### config.mk
export PLATFORM = sky130hd
export DESIGN_NAME = mem_port_arbiter
export DESIGN_NICKNAME = d
export VERILOG_FILES = /design/src/rtl/mem_port_arbiter_pkg.sv /design/src/rtl/mem_lane_align.sv /design/src/rtl/mem_port_arbiter.sv
export SDC_FILE = /design/constraint.sdc
export NUM_CORES = 1
export LEC_CHECK = 0
export ABC_CLOCK_PERIOD_IN_PS = 8700
export BUFFER_PORTS_ARGS = -buffer_cell sky130_fd_sc_hd__buf_2
export CAP_MARGIN = 20
export CORE_AREA = 2 2 245 247
export DETAILED_ROUTE_END_ITERATION = 12
export DIE_AREA = 0 0 247 249
export PLACE_DENSITY = 0.31
export SLEW_MARGIN = 5
export SYNTH_ARGS = -nofsm -noshare
export SYNTH_HDL_FRONTEND = slang
export SYNTH_SLANG_ARGS = --single-unit
export TNS_END_PERCENT = 30
### constraint.sdc
create_clock -name clk -period 8.7 [get_ports clk]
set_input_delay 0 -clock clk [delete_from_list [all_inputs] [get_ports clk]]
set_output_delay 0 -clock clk [all_outputs]
set_load 0.005 [all_outputs]
### src/rtl/mem_port_arbiter_pkg.sv
// Shared encodings and defaults for the IF/MEM arbiter in front of the RAMHelper port.
package mem_port_arbiter_pkg;

   localparam logic [63:0] PC_START_DEF     = 64'h8000_0000;
   localparam logic [63:0] RAM_BYTES_DEF    = 64'h0800_0000;
   localparam int          STARVE_LIMIT_DEF = 4;

   typedef enum logic [1:0] {
      SIZE_B = 2'd0,
      SIZE_H = 2'd1,
      SIZE_W = 2'd2,
      SIZE_D = 2'd3
   } size_e;

   typedef enum logic {
      ST_IDLE = 1'b0,
      ST_RESP = 1'b1
   } state_e;

   typedef enum logic [1:0] {
      OWN_NONE = 2'd0,
      OWN_IF   = 2'd1,
      OWN_MEM  = 2'd2
   } owner_e;

   // Byte enables of an access of the given size, before lane shifting.
   function automatic logic [7:0] size_be(input logic [1:0] size);
      logic [7:0] be;
      unique case (size_e'(size))
         SIZE_B:  be = 8'h01;
         SIZE_H:  be = 8'h03;
         SIZE_W:  be = 8'h0F;
         default: be = 8'hFF;
      endcase
      return be;
   endfunction

endpackage

### src/rtl/mem_lane_align.sv
// Byte-lane helper: store mask/data placement, load data extraction, natural alignment check.
module mem_lane_align
   import mem_port_arbiter_pkg::*;
(
   input  logic [1:0]  size_i,
   input  logic [2:0]  wr_off_i,
   input  logic [63:0] wdata_i,
   input  logic [2:0]  rd_off_i,
   input  logic [63:0] rdata_i,
   output logic        misaligned_o,
   output logic [63:0] wmask_o,
   output logic [63:0] wdata_o,
   output logic [63:0] rdata_o
);

   logic [7:0] be;

   always_comb begin
      be = size_be(size_i) << wr_off_i;
      for (int i = 0; i < 8; i++) begin
         wmask_o[i*8 +: 8] = {8{be[i]}};
      end
      wdata_o = wdata_i << {wr_off_i, 3'b000};
      rdata_o = rdata_i >> {rd_off_i, 3'b000};
      unique case (size_e'(size_i))
         SIZE_B:  misaligned_o = 1'b0;
         SIZE_H:  misaligned_o = wr_off_i[0];
         SIZE_W:  misaligned_o = (wr_off_i[1:0] != 2'b00);
         default: misaligned_o = (wr_off_i != 3'b000);
      endcase
   end

endmodule

### src/rtl/mem_port_arbiter.sv
// Shares the single RAMHelper port between instruction fetch and the LSU, one
// transaction in flight, response returned the cycle after the grant.
module mem_port_arbiter
   import mem_port_arbiter_pkg::*;
#(
   parameter logic [63:0] PC_START     = PC_START_DEF,
   parameter logic [63:0] RAM_BYTES    = RAM_BYTES_DEF,
   parameter int          STARVE_LIMIT = STARVE_LIMIT_DEF
) (
   input  logic        clk,
   input  logic        rst,
   input  logic        if_req_valid,
   input  logic [63:0] if_req_addr,
   output logic        if_req_ready,
   input  logic        if_flush,
   output logic        if_resp_valid,
   output logic [31:0] if_resp_inst,
   output logic        if_resp_err,
   input  logic        mem_req_valid,
   input  logic [63:0] mem_req_addr,
   input  logic        mem_req_wen,
   input  logic [1:0]  mem_req_size,
   input  logic [63:0] mem_req_wdata,
   output logic        mem_req_ready,
   output logic        mem_resp_valid,
   output logic [63:0] mem_resp_rdata,
   output logic        mem_resp_err,
   output logic        ram_en,
   output logic [63:0] ram_ridx,
   input  logic [63:0] ram_rdata,
   output logic [63:0] ram_widx,
   output logic [63:0] ram_wdata,
   output logic [63:0] ram_wmask,
   output logic        ram_wen
);

   localparam int               CNT_W = $clog2(STARVE_LIMIT + 1);
   localparam logic [CNT_W-1:0] LIMIT = CNT_W'(STARVE_LIMIT);

   state_e           state_q, state_d;
   owner_e           owner_q, owner_d;
   logic             err_q, err_d;
   logic             store_q, store_d;
   logic [2:0]       off_q, off_d;
   logic [CNT_W-1:0] starve_q, starve_d;

   logic [63:0] if_off, mem_off;
   logic        if_err, mem_err, mem_misal;
   logic        grant_if, grant_mem;
   logic [63:0] lane_wmask, lane_wdata, lane_rdata;

   // Lower bound is checked first, so the subtraction never relies on wrap.
   assign if_off  = if_req_addr - PC_START;
   assign mem_off = mem_req_addr - PC_START;
   assign if_err  = (if_req_addr[1:0] != 2'b00) || (if_req_addr < PC_START) || (if_off >= RAM_BYTES);
   assign mem_err = mem_misal || (mem_req_addr < PC_START) || (mem_off >= RAM_BYTES);

   mem_lane_align u_lane (
      .size_i       (mem_req_size),
      .wr_off_i     (mem_req_addr[2:0]),
      .wdata_i      (mem_req_wdata),
      .rd_off_i     (off_q),
      .rdata_i      (ram_rdata),
      .misaligned_o (mem_misal),
      .wmask_o      (lane_wmask),
      .wdata_o      (lane_wdata),
      .rdata_o      (lane_rdata)
   );

   always_comb begin
      // Reset level gates the grants so nothing leaves the block while rst is low.
      grant_mem = rst && mem_req_valid && !(if_req_valid && (starve_q == LIMIT));
      grant_if  = rst && if_req_valid && !grant_mem;

      ram_en    = 1'b0;
      ram_ridx  = '0;
      ram_wen   = 1'b0;
      ram_widx  = '0;
      ram_wdata = '0;
      ram_wmask = '0;
      state_d   = ST_IDLE;
      owner_d   = OWN_NONE;
      err_d     = 1'b0;
      store_d   = 1'b0;
      off_d     = 3'b000;
      starve_d  = starve_q;

      if (grant_mem) begin
         state_d = ST_RESP;
         owner_d = OWN_MEM;
         err_d   = mem_err;
         store_d = mem_req_wen;
         off_d   = mem_req_addr[2:0];
         if (!mem_err) begin
            ram_en   = 1'b1;
            ram_ridx = mem_off >> 3;
            if (mem_req_wen) begin
               ram_wen   = 1'b1;
               ram_widx  = mem_off >> 3;
               ram_wdata = lane_wdata;
               ram_wmask = lane_wmask;
            end
         end
      end else if (grant_if) begin
         state_d = ST_RESP;
         owner_d = OWN_IF;
         err_d   = if_err;
         off_d   = if_req_addr[2:0];
         if (!if_err) begin
            ram_en   = 1'b1;
            ram_ridx = if_off >> 3;
         end
      end

      if (grant_if || !if_req_valid) begin
         starve_d = '0;
      end else if (grant_mem && (starve_q != LIMIT)) begin
         starve_d = starve_q + CNT_W'(1);
      end
   end

   assign if_req_ready  = grant_if;
   assign mem_req_ready = grant_mem;

   assign if_resp_valid  = (state_q == ST_RESP) && (owner_q == OWN_IF) && !if_flush;
   assign if_resp_err    = if_resp_valid && err_q;
   assign if_resp_inst   = (if_resp_valid && !err_q) ? (off_q[2] ? ram_rdata[63:32] : ram_rdata[31:0]) : 32'h0;
   assign mem_resp_valid = (state_q == ST_RESP) && (owner_q == OWN_MEM);
   assign mem_resp_err   = mem_resp_valid && err_q;
   assign mem_resp_rdata = (mem_resp_valid && !err_q && !store_q) ? lane_rdata : 64'h0;

   always_ff @(posedge clk or negedge rst) begin
      if (!rst) begin
         state_q  <= ST_IDLE;
         owner_q  <= OWN_NONE;
         err_q    <= 1'b0;
         store_q  <= 1'b0;
         off_q    <= 3'b000;
         starve_q <= '0;
      end else begin
         state_q  <= state_d;
         owner_q  <= owner_d;
         err_q    <= err_d;
         store_q  <= store_d;
         off_q    <= off_d;
         starve_q <= starve_d;
      end
   end

endmodule

# Yosys cells after proc, flatten, opt, wreduce, memory -nomap -nowiden
# Index checks and enable logic that the tools add are counted.
# W data, S select, Z words.
[word_totals]
memories = 0
rom_bits = 0
output_inout_bits = 360
ram_bits = 0
regBits = 11
latch_bits = 0
[op_classes]
bitwise_logic = 0
div = 0
n_mux = 36
mul = 0
eq_ne = 6
n_lt_le_gt_ge = 4
n_addsub = 3
reduce_logical = 30
n_shift = 3
[ops]
columns = ["op", "n"]
rows = [
  ["$mux W64", 9],
  ["$mux W61", 5],
  ["$ge A64 B28 Y1 const B", 2],
  ["$lt A64 B32 Y1 const B", 2],
  ["$sub A64 B32 Y64 const B", 2],
  ["$mux W32", 2],
  ["$shl A64 B6 Y64", 1],
  ["$shr A64 B6 Y64", 1],
  ["$pmux W8 S3", 1],
  ["$logic_and A1 B1 Y1", 14],
  ["$mux W1", 13],
  ["$mux W3", 4],
  ["$shl A8 B3 Y8", 1],
  ["$logic_not A1 Y1", 6],
  ["$reduce_bool A2 Y1", 3],
  ["$logic_or A1 B1 Y1", 5],
  ["$eq A2 B1 Y1 const B", 2],
  ["$eq A2 B2 Y1 const B", 2],
  ["$add A3 B1 Y3 const B", 1],
  ["$eq A3 B3 Y1 const B", 1],
  ["$ne A3 B3 Y1 const B", 1],
  ["$pmux W1 S3", 1],
  ["$reduce_bool A3 Y1", 1],
  ["$logic_not A2 Y1", 1],
  ["$mux W2", 1],
]

# Depth between registers and ports, before layout
# Gate-level depths: netlist of the first run.
[depth]
depth_word = 8
mapped_depth = 12
ltp_nobuf = 10

# Hierarchy
# Synthesis of the first run repeated with hierarchy kept, for this count alone.
[unflattened]
hier_cells = 1169
hier_area_um2 = 8538.2
[by_module_without_submodules]
columns = ["module", "seq_area_each_um2", "instances", "area_per_inst_um2", "cells_each"]
rows = [
  ["mem_port_arbiter", 275.3, 1, 4319.1, 619],
  ["mem_lane_align", 0.0, 1, 4219.0, 550],
]

# Worst setup path before layout of the first run
# OpenSTA, ideal clock, no wires.
[synth_timing]
path_kind = "register to output"
from = "register starve_q[0]"
to = "output ram_wmask[17]"
slack_ns = 5.461
stages_incl_launch_ff = 12
path_buffers = 3
t_arrival_ns = 3.239
cell_sequence = "dfrtp_1 inv_1 ha_1 a31oi_1 clkbuf_1 nor3b_1 nand4_1 a2111oi_1 nand3_1 buf_2 a2111oi_1 buf_4"
[synth_via]
elab_chain_cells = 5
[synth_rtl]
columns = ["item", "line", "source"]
rows = [
  ["start: declaration", "mem_port_arbiter.sv:45", "logic [CNT_W-1:0] starve_q, starve_d;"],
  ["start signal: assignment", "mem_port_arbiter.sv:146", "starve_q <= starve_d;"],
  ["$eq A3 B3 Y1", "mem_port_arbiter.sv:72", "grant_mem = rst && mem_req_valid && !(if_req_valid && (starve_q == LIMIT));"],
  ["$logic_and A1 B1 Y1", "mem_port_arbiter.sv:72", ""],
  ["$logic_not A1 Y1", "mem_port_arbiter.sv:72", ""],
  ["$logic_and A1 B1 Y1", "mem_port_arbiter.sv:72", ""],
  ["named net mem_req_ready", "mem_port_arbiter.sv:24", "output logic mem_req_ready,"],
  ["$mux W64", "mem_port_arbiter.sv:88", "if (grant_mem) begin"],
  ["end: declaration", "mem_port_arbiter.sv:33", "output logic [63:0] ram_wmask,"],
]
# The timed path passes the listed nets, and every way through them passes these cells.

# Worst setup path in the final report of the first run
[layout_timing]
from = "input rst"
to = "output ram_wmask[47]"
[layout_via]
elab_chain_cells = 3
[layout_rtl]
columns = ["item", "line", "source"]
rows = [
  ["start: declaration", "mem_port_arbiter.sv:11", "input logic rst,"],
  ["$logic_and A1 B1 Y1 (2 in a row)", "mem_port_arbiter.sv:72", ""],
  ["$mux W64", "mem_port_arbiter.sv:88", ""],
]
# No other way between the ends.

==> run_results.csv, run 1 <==
group,metric,value,unit
outcome,status,"finished, final reports clean",
floorplanning,fp-row-count,89,
synthesis,yosysSeqAreaShare,3.85,%
setup_path,path_cells,"dlygate4sd3_1 -> buf_2 -> nand2_1 -> a31oi_2 -> buf_4 -> nor3b_1 -> nand4_1 -> a2111oi_1 -> nand3_2 -> buf_4 -> a2111oi_2 -> buf_2",
synthesis,synth_area_leaders,"mux2i_1 (15%), buf_4 (14%), mux4_2 (10%)",
synthesis,synth_edf_count,0,
synthesis,synth_top_area_share,14.5,%
pwr,p_comb_share,72.4,%
synthesis,ys_types,58,
setup_path,crit_path_max_incr_delay,0.86,ns
timing,max_slew_margin,29.7,%
synthesis,synth_cells,994,
setup_path,worstPathRequired,8.70,ns
final_layout,nets,1689,
setup_path,end_kind,"output port",
synthesis,synth_area,7160,um2
route,drc,0,
final_layout,final_core_util,17.1,%
place,place_hpwl,34000,um
timing,skew,0.00146,ns
final_layout,fillers,6857,
route,drtPass1Iterations,4,
synthesis,yosysMostFrequentCell,"nor2_1",
clocking,clock_sinks,11,
route,drt_iter0_markers,353,
min_path,hold_path_depth,2,
global_route,antenna_found_initial,6,
setup_path,crit_slowest_cell,"a2111oi_2",
pwr,internal-power,0.272,mW
timing,worst_pin_slew,1.05,ns
setup_path,arrival,3.86,ns
min_path,hold_end,"state_q",
place,port_buffers,543,
min_path,worstHoldStart,"mem_req_valid",
route,wl,41000,um
setup_path,reg2reg_slack,5.98,ns
global_route,grt_pass1_wl,57700,um
floorplanning,fp.dieH,249,um
timing,report.final.slew_viol_count,0,
global_route,track_usage,12.2,%
floorplanning,die_w,247,um
min_path,min-delay-path-class,"input port to register",
global_route,grt_pass1_vias,8627,
pwr,sequentialPowerShare,11.0,%
synthesis,synth_commonest_cells,"nor2_1 (164), buf_4 (136), mux2i_1 (104)",
timing,setup_viol,0,
pwr,switching_power,0.231,mW
setup_path,reg2reg_from,"starve_q[0]",
route,vias,8914,
clocking,clk_pin_slew_worst_paths,0.04,ns
final_layout,area_growth,40.6,%
setup_path,rr_worst_depth,10,
synthesis,ys_warn_count,0,
clocking,cts.htree.levels,1,
place,gp_congestion,0.821,
route,drtAntennaViolNets,0,
synthesis,synth_top_cell_by_area,"mux2i_1",
pwr,power_frac_clock,16.5,%
synthesis,synthFlopType,"dfrtp_1",
timing,fin_crit_sh,44.4,%
clocking,cts_made_buffers,3,
timing,fmax,259,MHz
floorplanning,design.die.area,61500,um2
pwr,powerDensity,50.0,nW/um2
run,maxCapViolCount,0,
setup_path,path_max_fanout,65,
pwr,vdd_ir_drop_max,49.1,uV
pwr,leakagePower,5.13,nW
synthesis,async_flop_share,100,%
timing,fin_tns_setup,0,ns
clocking,clock-root-buffer,"clkbuf_16",
route,wl_per_cell,18.7,um
setup_path,reg2reg_to,"err_q",
clocking,cts.path.max_buffers,2,
global_route,grt_max_degree,77,
floorplanning,top_level_ports,624,
clocking,cts_tree,"done",
timing,fin_crit,3.86,ns
clocking,clk_latency,0.24,ns
setup_path,worstSetupPathType,"input port to output port",
route,avgViaCountPerCell,4.06,
setup_path,critPathLaunchType,"input port",
final_layout,drive_above_1_share,46.7,%
pwr,swShare,45.9,%
global_route,gr-total-overflow,0,
clocking,ctsResizeCount,0,
timing,finalHoldViolCount,0,
synthesis,syn_avg_cell_area,7.20,um2
floorplanning,initial_core_util,12.2,%
timing,rsz0062_at_grt,"no",
synthesis,ys_ff_latch,11,
floorplanning,core,58700,um2
## cells by family after synthesis
logic type               synth area share, %
AO/OA/AOI/OAI                           17.4
buffers and inverters                   19.8
other                                 0.0524
XOR/XNOR                                1.10
AND/OR/NAND/NOR                         28.5
multiplexers                            28.5
adder cells (fa/ha/maj)                0.699
flip-flops                              3.85
## sequential cells by signal, indices dropped and copies added (netlist names)
| name | count |
|---|---|
| err_q | 1 |
| off_q | 3 |
| store_q | 1 |
| state_q | 1 |
| owner_q | 2 |
| starve_q | 3 |
## power groups by stage
stage	Clock (mW)	Sequential, mW	Combinational, mW
2_1_floorplan	0	0.0555	0.233
3_3_place_gp	0	0.0563	0.365
3_5_place_dp	0	0.0564	0.366
4_1_cts	0.0850	0.0556	0.368
5_1_grt	0.0871	0.0559	0.401
6_report	0.0832	0.0556	0.365
## routing by layer
| metal | routed length [um] | GRT usage (%) | vias up |
|---|---|---|---|
| met3 | 3060 | 2.21 | 22 |
| met4 | 429 | 1.39 | 8 |
| met5 | 57 | 0 | - |
| met1 | 17400 | 15.4 | 4262 |
| met2 | 20100 | 22.0 | 389 |
| li1 | - | - | 4233 |
## cells in the final DEF (no fill, tap or decap), drive strengths merged, types with 4 or more instances in the layout
cell type,n
conb,80
a211oi,36
or2,9
a21oi,51
dfrtp,11
ha,4
nor3,28
mux2i,104
a32o,24
o21ai,26
nor2b,29
and2,40
nand3,14
xor2,6
nor4,11
o21a,4
or4,6
o22a,10
nand4,6
and4b,8
nor2,164
mux4,32
nor3b,21
buf,561
nand2,48
a22oi,9
mux2,25
clkbuf,4
inv,12
## metrics by stage
stage	area [um2]	instances	power [mW]	hold WS [ns]	setup slack (ns)
final	10100	2194	0.503	0.0267	4.84
after global routing	10100	2193	0.544	0.0492	4.41
after CTS	10000	2191	0.509	0.0223	4.70
after detailed placement	9930	2186	0.423	-0.0843	5.11
after global placement	9900	2185	0.421	-0.0772	4.77
after floorplan	7450	1073	0.288	-0.296	5.46
## worst max-delay path, delay by kind of cell
family                 cells  cell delay [ns]
buffers and inverters      5             1.65
AO/OA/AOI/OAI              3             1.56
AND/OR/NAND/NOR            4             0.60
## worst max-delay path by stage
stage / from / to / slack (ns)
3_5_place_dp: starve_q[0] / ram_wmask[47] / 5.11
6_report: rst / ram_wmask[47] / 4.84
5_1_grt: rst / ram_wmask[42] / 4.41
2_1_floorplan: starve_q[0] / ram_wmask[17] / 5.46
3_3_place_gp: starve_q[0] / ram_wdata[4] / 4.77
4_1_cts: rst / ram_wmask[47] / 4.70
## what timing repair did
action / 4_1_cts / 5_1_grt
hold buffers: 1 / 0
endpoints found under the hold margin: 11 / 0
setup buffers: 0 / 0
## cell type report
type,count,area [um2],area share (%)
flip-flops and latches,11,279,2.77
inverters,12,45.0,0.448
diodes,1,2.50,0.0249
clock buffers,4,78.8,0.783
multi-input cells,831,5780,57.4
repair buffers,562,2910,28.9
well taps,773,967,9.61
Note: power is estimated with default switching activity, not from simulation.
==> run 2, diff against run 1 <==
- ABC_CLOCK_PERIOD_IN_PS: 8700 -> 3800
- clock period: 8.7 -> 3.8 ns (I/O delays scaled with it)
==> run 2 against run 1 <==
Compared with the run above:
- power is 130% higher
- sequential share of layout area hardly changed
- count of clock-buffer cells in the layout unchanged
- sequential power grew to 2.5 times the previous value
- combinational power is 130% higher
- worst setup slack got worse by 4.5 ns
- critical path type unchanged
- highest routed layer unchanged
==> run_results.csv, run 2 (synthesis results as in run 1) <==
group,metric,value,unit
pwr,p_comb_share,71.7,%
clocking,cts_made_buffers,3,
final_layout,layout_commonest_cell,"buf_2",
place,place_inst,2197,
global_route,antenna_found_initial,6,
setup_path,arrival,3.44,ns
place,place_hpwl,34500,um
setup_path,critPathLaunchType,"input port",
global_route,gr-total-overflow,0,
floorplanning,die_w,247,um
floorplanning,fp.dieH,249,um
global_route,grt_pass1_vias,8933,
timing,max_slew_margin,37.6,%
final_layout,drive_above_1_share,47.3,%
final_layout,fin_cells,2205,
clocking,clock-root-buffer,"clkbuf_16",
route,drtAntennaViolNets,0,
final_layout,nets,1700,
pwr,power_frac_clock,16.3,%
floorplanning,design.die.area,61500,um2
floorplanning,initial_core_util,12.2,%
floorplanning,core,58700,um2
global_route,grt_pass1_wl,58200,um
final_layout,top_regs,"off_q (3), starve_q (3), owner_q (2)",
clocking,cts_tree,"done",
outcome,status,"finished, final reports clean",
route,drtPass1Iterations,4,
place,gp_congestion,0.836,
final_layout,area_growth,41.6,%
run,maxCapViolCount,0,
timing,finalHoldViolCount,0,
floorplanning,fp-row-count,89,
route,drc,0,
timing,rsz0062_at_grt,"no",
place,port_buffers,543,
setup_path,end_kind,"output port",
pwr,vdd_ir_drop_max,119,uV
timing,skew,0.00322,ns
clocking,clk_pin_slew_worst_paths,0.04,ns
timing,fmax,291,MHz
min_path,worstHoldStart,"if_req_addr[2]",
route,avgViaCountPerCell,4.09,
setup_path,worstSetupPathType,"input port to output port",
setup_path,reg2reg_from,"starve_q[0]",
pwr,leakagePower,5.18,nW
global_route,track_usage,12.4,%
pwr,switching_power,0.537,mW
timing,fin_crit_sh,90.4,%
setup_path,path_max_fanout,33,
setup_path,worstPathRequired,3.80,ns
final_layout,final_cell_mix,"buf_2 (542), nor2_1 (164), mux2i_1 (104)",
timing,worst_pin_slew,0.935,ns
route,wl,41400,um
timing,setup_viol,0,
route,vias,9009,
route,wl_per_cell,18.8,um
pwr,swShare,46.0,%
floorplanning,top_level_ports,624,
pwr,power,1.17,mW
timing,hold_slack,0.0104,ns
timing,fin_tns_setup,0,ns
setup_path,reg2reg_slack,1.20,ns
setup_path,cp-startpoint,"rst",
clocking,clock_sinks,11,
final_layout,final_core_util,17.3,%
timing,fin_crit,3.44,ns
clocking,clk_latency,0.24,ns
clocking,cts.htree.levels,1,
min_path,min-delay-path-class,"input port to register",
global_route,grt_max_degree,71,
pwr,internal-power,0.629,mW
pwr,powerDensity,115,nW/um2
clocking,cts.path.max_buffers,2,
pwr,sequentialPowerShare,12.0,%
route,drt_iter0_markers,344,
timing,report.final.slew_viol_count,0,
run 2: changes by cell type in the layout (fill, tap and decap cells not counted), sizes merged:
cell	change
buf	+11
run 2: stage by stage:
step	setup slack [ns]	area (um2)
floorplan	0.561	7450
global placement	0.207	10000
detailed placement	0.179	10000
CTS	0.142	10100
global route	0.00360	10100
finish	0.364	10100
run 2: cell type report:
type / instances / area (um2)
multi-input cells: 831 / 5790
inverters: 12 / 45.0
repair buffers: 573 / 2970
flip-flops and latches: 11 / 279
fillers: 6864 / 48500
well taps: 773 / 967
clock buffers: 4 / 78.8
diodes: 1 / 2.50
run 2: critical path: stages:
cell and delay (ns):
dlygate4sd3_1 0.53, buf_2 0.33, nand2_1 0.17, a31oi_2 0.28
nor3b_1 0.21, nand4_1 0.10, a2111oi_1 0.52, nand3_2 0.10
buf_4 0.18, buf_4 0.20, inv_1 0.07, buf_4 0.36
and4b_1 0.25, buf_2 0.12
run 2: path summary, 6_finish.rpt:
path                                end  cells after the start
setup / recovery           ram_wdata[7]                     14
hold / removal                 off_q[2]                      3
setup reg to reg                  err_q                      9
hold reg to reg             starve_q[2]                      2
max in group asynchronous      off_q[2]                      2
min in group asynchronous       store_q                      2
run 2: power by group through the flow:
stage	Sequential (mW)	Clock, mW	Combinational [mW]
after floorplan	0.127	0	0.533
after global placement	0.141	0	0.837
after detailed placement	0.142	0	0.841
after CTS	0.140	0.196	0.845
after global routing	0.142	0.200	0.919
final	0.140	0.190	0.836
run 2: repair_timing:
action                     4_1_cts  5_1_grt
hold buffers                     1        0
buffers inserted                 2        0
pin swaps                        1        0
setup endpoints to repair        2        3
gates resized for setup          0        3
hold endpoints to repair        11        0
run 2: layer usage:
layer	vias up	GRT usage, %	routed length [um]
met5	-	0	33
met4	6	1.89	530
met3	26	1.98	3000
met2	420	22.3	20400
met1	4317	15.5	17500
li1	4240	-	-
==> run 3, diff against run 2 <==
==> constraint.sdc (replaced) <==
create_clock -name clk -period 3.8 [get_ports clk]
set_input_delay 0 -clock clk [delete_from_list [all_inputs] [get_ports clk]]
set_output_delay 0 -clock clk [all_outputs]
set_load 0.1 [all_outputs]
==> run 3 against run 2 <==
Compared with the run above:
- largest power group unchanged
- via count fell by 0.78%
- die area did not move
- sequential power fell by 3%
- highest routed layer unchanged
- register-to-register slack improved by 0.07 ns
==> run_results.csv, run 3 (synthesis results as in run 1) <==
group,metric,value,unit
global_route,grt_pass1_vias,8769,
setup_path,critPathLaunchType,"register",
clocking,cts_setup_buffers,0,
route,drt_iter0_markers,305,
min_path,min-delay-path-class,"input port to register",
final_layout,final_core_util,19.1,%
setup_path,path_cells,"inv_1 -> ha_2 -> a31oi_2 -> nor3b_2 -> nand4_1 -> a2111oi_2 -> nand3_4 -> buf_4 -> nor3_4 -> buf_2",
clocking,clock-root-buffer,"clkbuf_16",
setup_path,crit_path_max_incr_delay,0.49,ns
pwr,leakagePower,5.32,nW
run,maxCapViolCount,0,
timing,rsz0062_at_grt,"yes",
clocking,cts.htree.levels,1,
setup_path,crit_slowest_cell,"buf_2",
setup_path,path_max_fanout,39,
place,placed_cell_area,11100,um2
floorplanning,core,58700,um2
route,drtAntennaViolNets,0,
global_route,grt_use_met3,3.05,%
timing,fin_crit_sh,93.5,%
setup_path,arrival,3.55,ns
global_route,grt_pass1_wl,58100,um
global_route,track_usage,12.3,%
final_layout,area_growth,56.7,%
pwr,powerDensity,143,nW/um2
timing,setup_viol,0,
clocking,clk_pin_slew_worst_paths,0.04,ns
setup_path,rr_worst_depth,9,
setup_path,critPathTopFamily,"simple AND/OR/NAND/NOR gates",
clocking,cts.path.max_buffers,2,
setup_path,reg2reg_slack,1.27,ns
route,wl,41400,um
clocking,cts_made_buffers,3,
place,port_buffers,543,
floorplanning,initial_core_util,12.2,%
timing,finalHoldViolCount,0,
final_layout,layout_commonest_cell,"buf_2",
final_layout,ff_latch_area,279,um2
timing,worst_pin_slew,1.00,ns
route,drc,0,
final_layout,multi_input_area,6020,um2
min_path,hold_end,"state_q",
timing,fin_tns_setup,0,ns
route,avgViaCountPerCell,4.05,
setup_path,reg2reg_from,"starve_q[0]",
global_route,gr-total-overflow,0,
global_route,antenna_found_initial,7,
setup_path,reg2reg_to,"err_q",
floorplanning,die_w,247,um
setup_path,worstSetupPathType,"register to output port",
min_path,worstHoldStart,"mem_req_valid",
setup_path,end_kind,"output port",
clocking,clock_sinks,11,
final_layout,top_regs,"off_q (3), starve_q (3), owner_q (2)",
timing,fin_crit,3.55,ns
floorplanning,fp.dieH,249,um
pwr,vdd_ir_drop_max,116,uV
final_layout,fillers,6701,
setup_path,crit_cells,10,
place,place_hpwl,35200,um
floorplanning,design.die.area,61500,um2
global_route,grt.met2_usage,22.6,%
global_route,grt_max_degree,75,
clocking,clk_latency,0.24,ns
min_path,hold_path_depth,2,
place,gp_congestion,0.813,
timing,skew,0.00196,ns
final_layout,nets,1697,
setup_path,path_buf_inv,3,
route,vias,8939,
global_route,top_usage_layer,"met2",
outcome,status,"finished, final reports clean",
route,wl_per_cell,18.8,um
final_layout,final_cell_mix,"buf_2 (467), nor2_1 (163), mux2i_1 (104)",
timing,max_slew_margin,33.1,%
final_layout,drive_above_1_share,49.4,%
floorplanning,fp-row-count,89,
timing,report.final.slew_viol_count,0,
global_route,use_met1,14.6,%
setup_path,worstPathRequired,3.80,ns
clocking,cts_tree,"done",
timing,fmax,281,MHz
floorplanning,top_level_ports,624,
final_layout,fin_area,11200,um2
route,drtPass1Iterations,5,
run 3: cell count changes in the layout (fill, tap and decap cells not counted), moves of 10 or more:
cell	change
nor3_1	-10
buf_12	+54
nor3b_2	+16
nor3b_1	-16
buf_2	-75
clkbuf_4	+18
run 3: worst max path at each step:
stage	start	to
3_3_place_gp	mem_req_addr[55]	ram_wmask[21]
4_1_cts	starve_q[0]	ram_wmask[21]
3_5_place_dp	starve_q[0]	ram_wmask[21]
6_report	starve_q[0]	ram_wmask[29]
2_1_floorplan	owner_q[1]	mem_resp_rdata[48]
5_1_grt	starve_q[0]	ram_wmask[28]
run 3: power breakdown:
group	internal (mW)	total, mW	leakage, nW	switching (mW)
clock network	0.141	0.192	0.0382	0.0509
logic	0.369	1.28	5.14	0.908
registers	0.124	0.136	0.140	0.0127
total	0.634	1.61	5.32	0.972
run 3: area by class of cell:
type | count | share of cell area, %
Timing Repair Buffer | 570 | 34.0
Sequential cell | 11 | 2.49
Inverter | 12 | 0.402
Antenna cell | 4 | 0.0892
Tap cell | 773 | 8.62
Clock buffer | 4 | 0.703
Multi-Input combinational cell | 831 | 53.7
run 3: metrics by stage:
| stage | setup WS (ns) | hold slack, ns | power, mW | cells |
|---|---|---|---|---|
| global placement | 0.383 | -0.0376 | 1.42 | 2196 |
| CTS | 0.0596 | 0.0255 | 1.62 | 2201 |
| detailed placement | 0.320 | -0.0300 | 1.42 | 2196 |
| floorplan | -0.296 | -0.296 | 1.11 | 1073 |
| finish | 0.246 | 0.0305 | 1.61 | 2205 |
| global route | -0.0690 | 0.0499 | 1.70 | 2203 |
run 3: worst register-to-register path, delay by kind of cell, from the launching register on:
| family | cells | cell delay [ns] |
|---|---|---|
| simple gates | 4 | 0.78 |
| compound gates | 2 | 0.71 |
| buf+inv | 2 | 0.37 |
| flops | 1 | 0.34 |
| fa+ha+maj | 1 | 0.20 |
run 3: timing repair:
item,4_1_cts,5_1_grt
hold buffers,1,0
hold endpoints to repair,11,0
endpoints found under the setup margin,0,40
resized for setup,0,20
run 3: per-layer routing:
metal,up-vias,part of all wire [%]
met4,6,1.2
met1,4276,40
met5,-,0.065
met2,393,50
met3,27,8.5
li1,4237,-
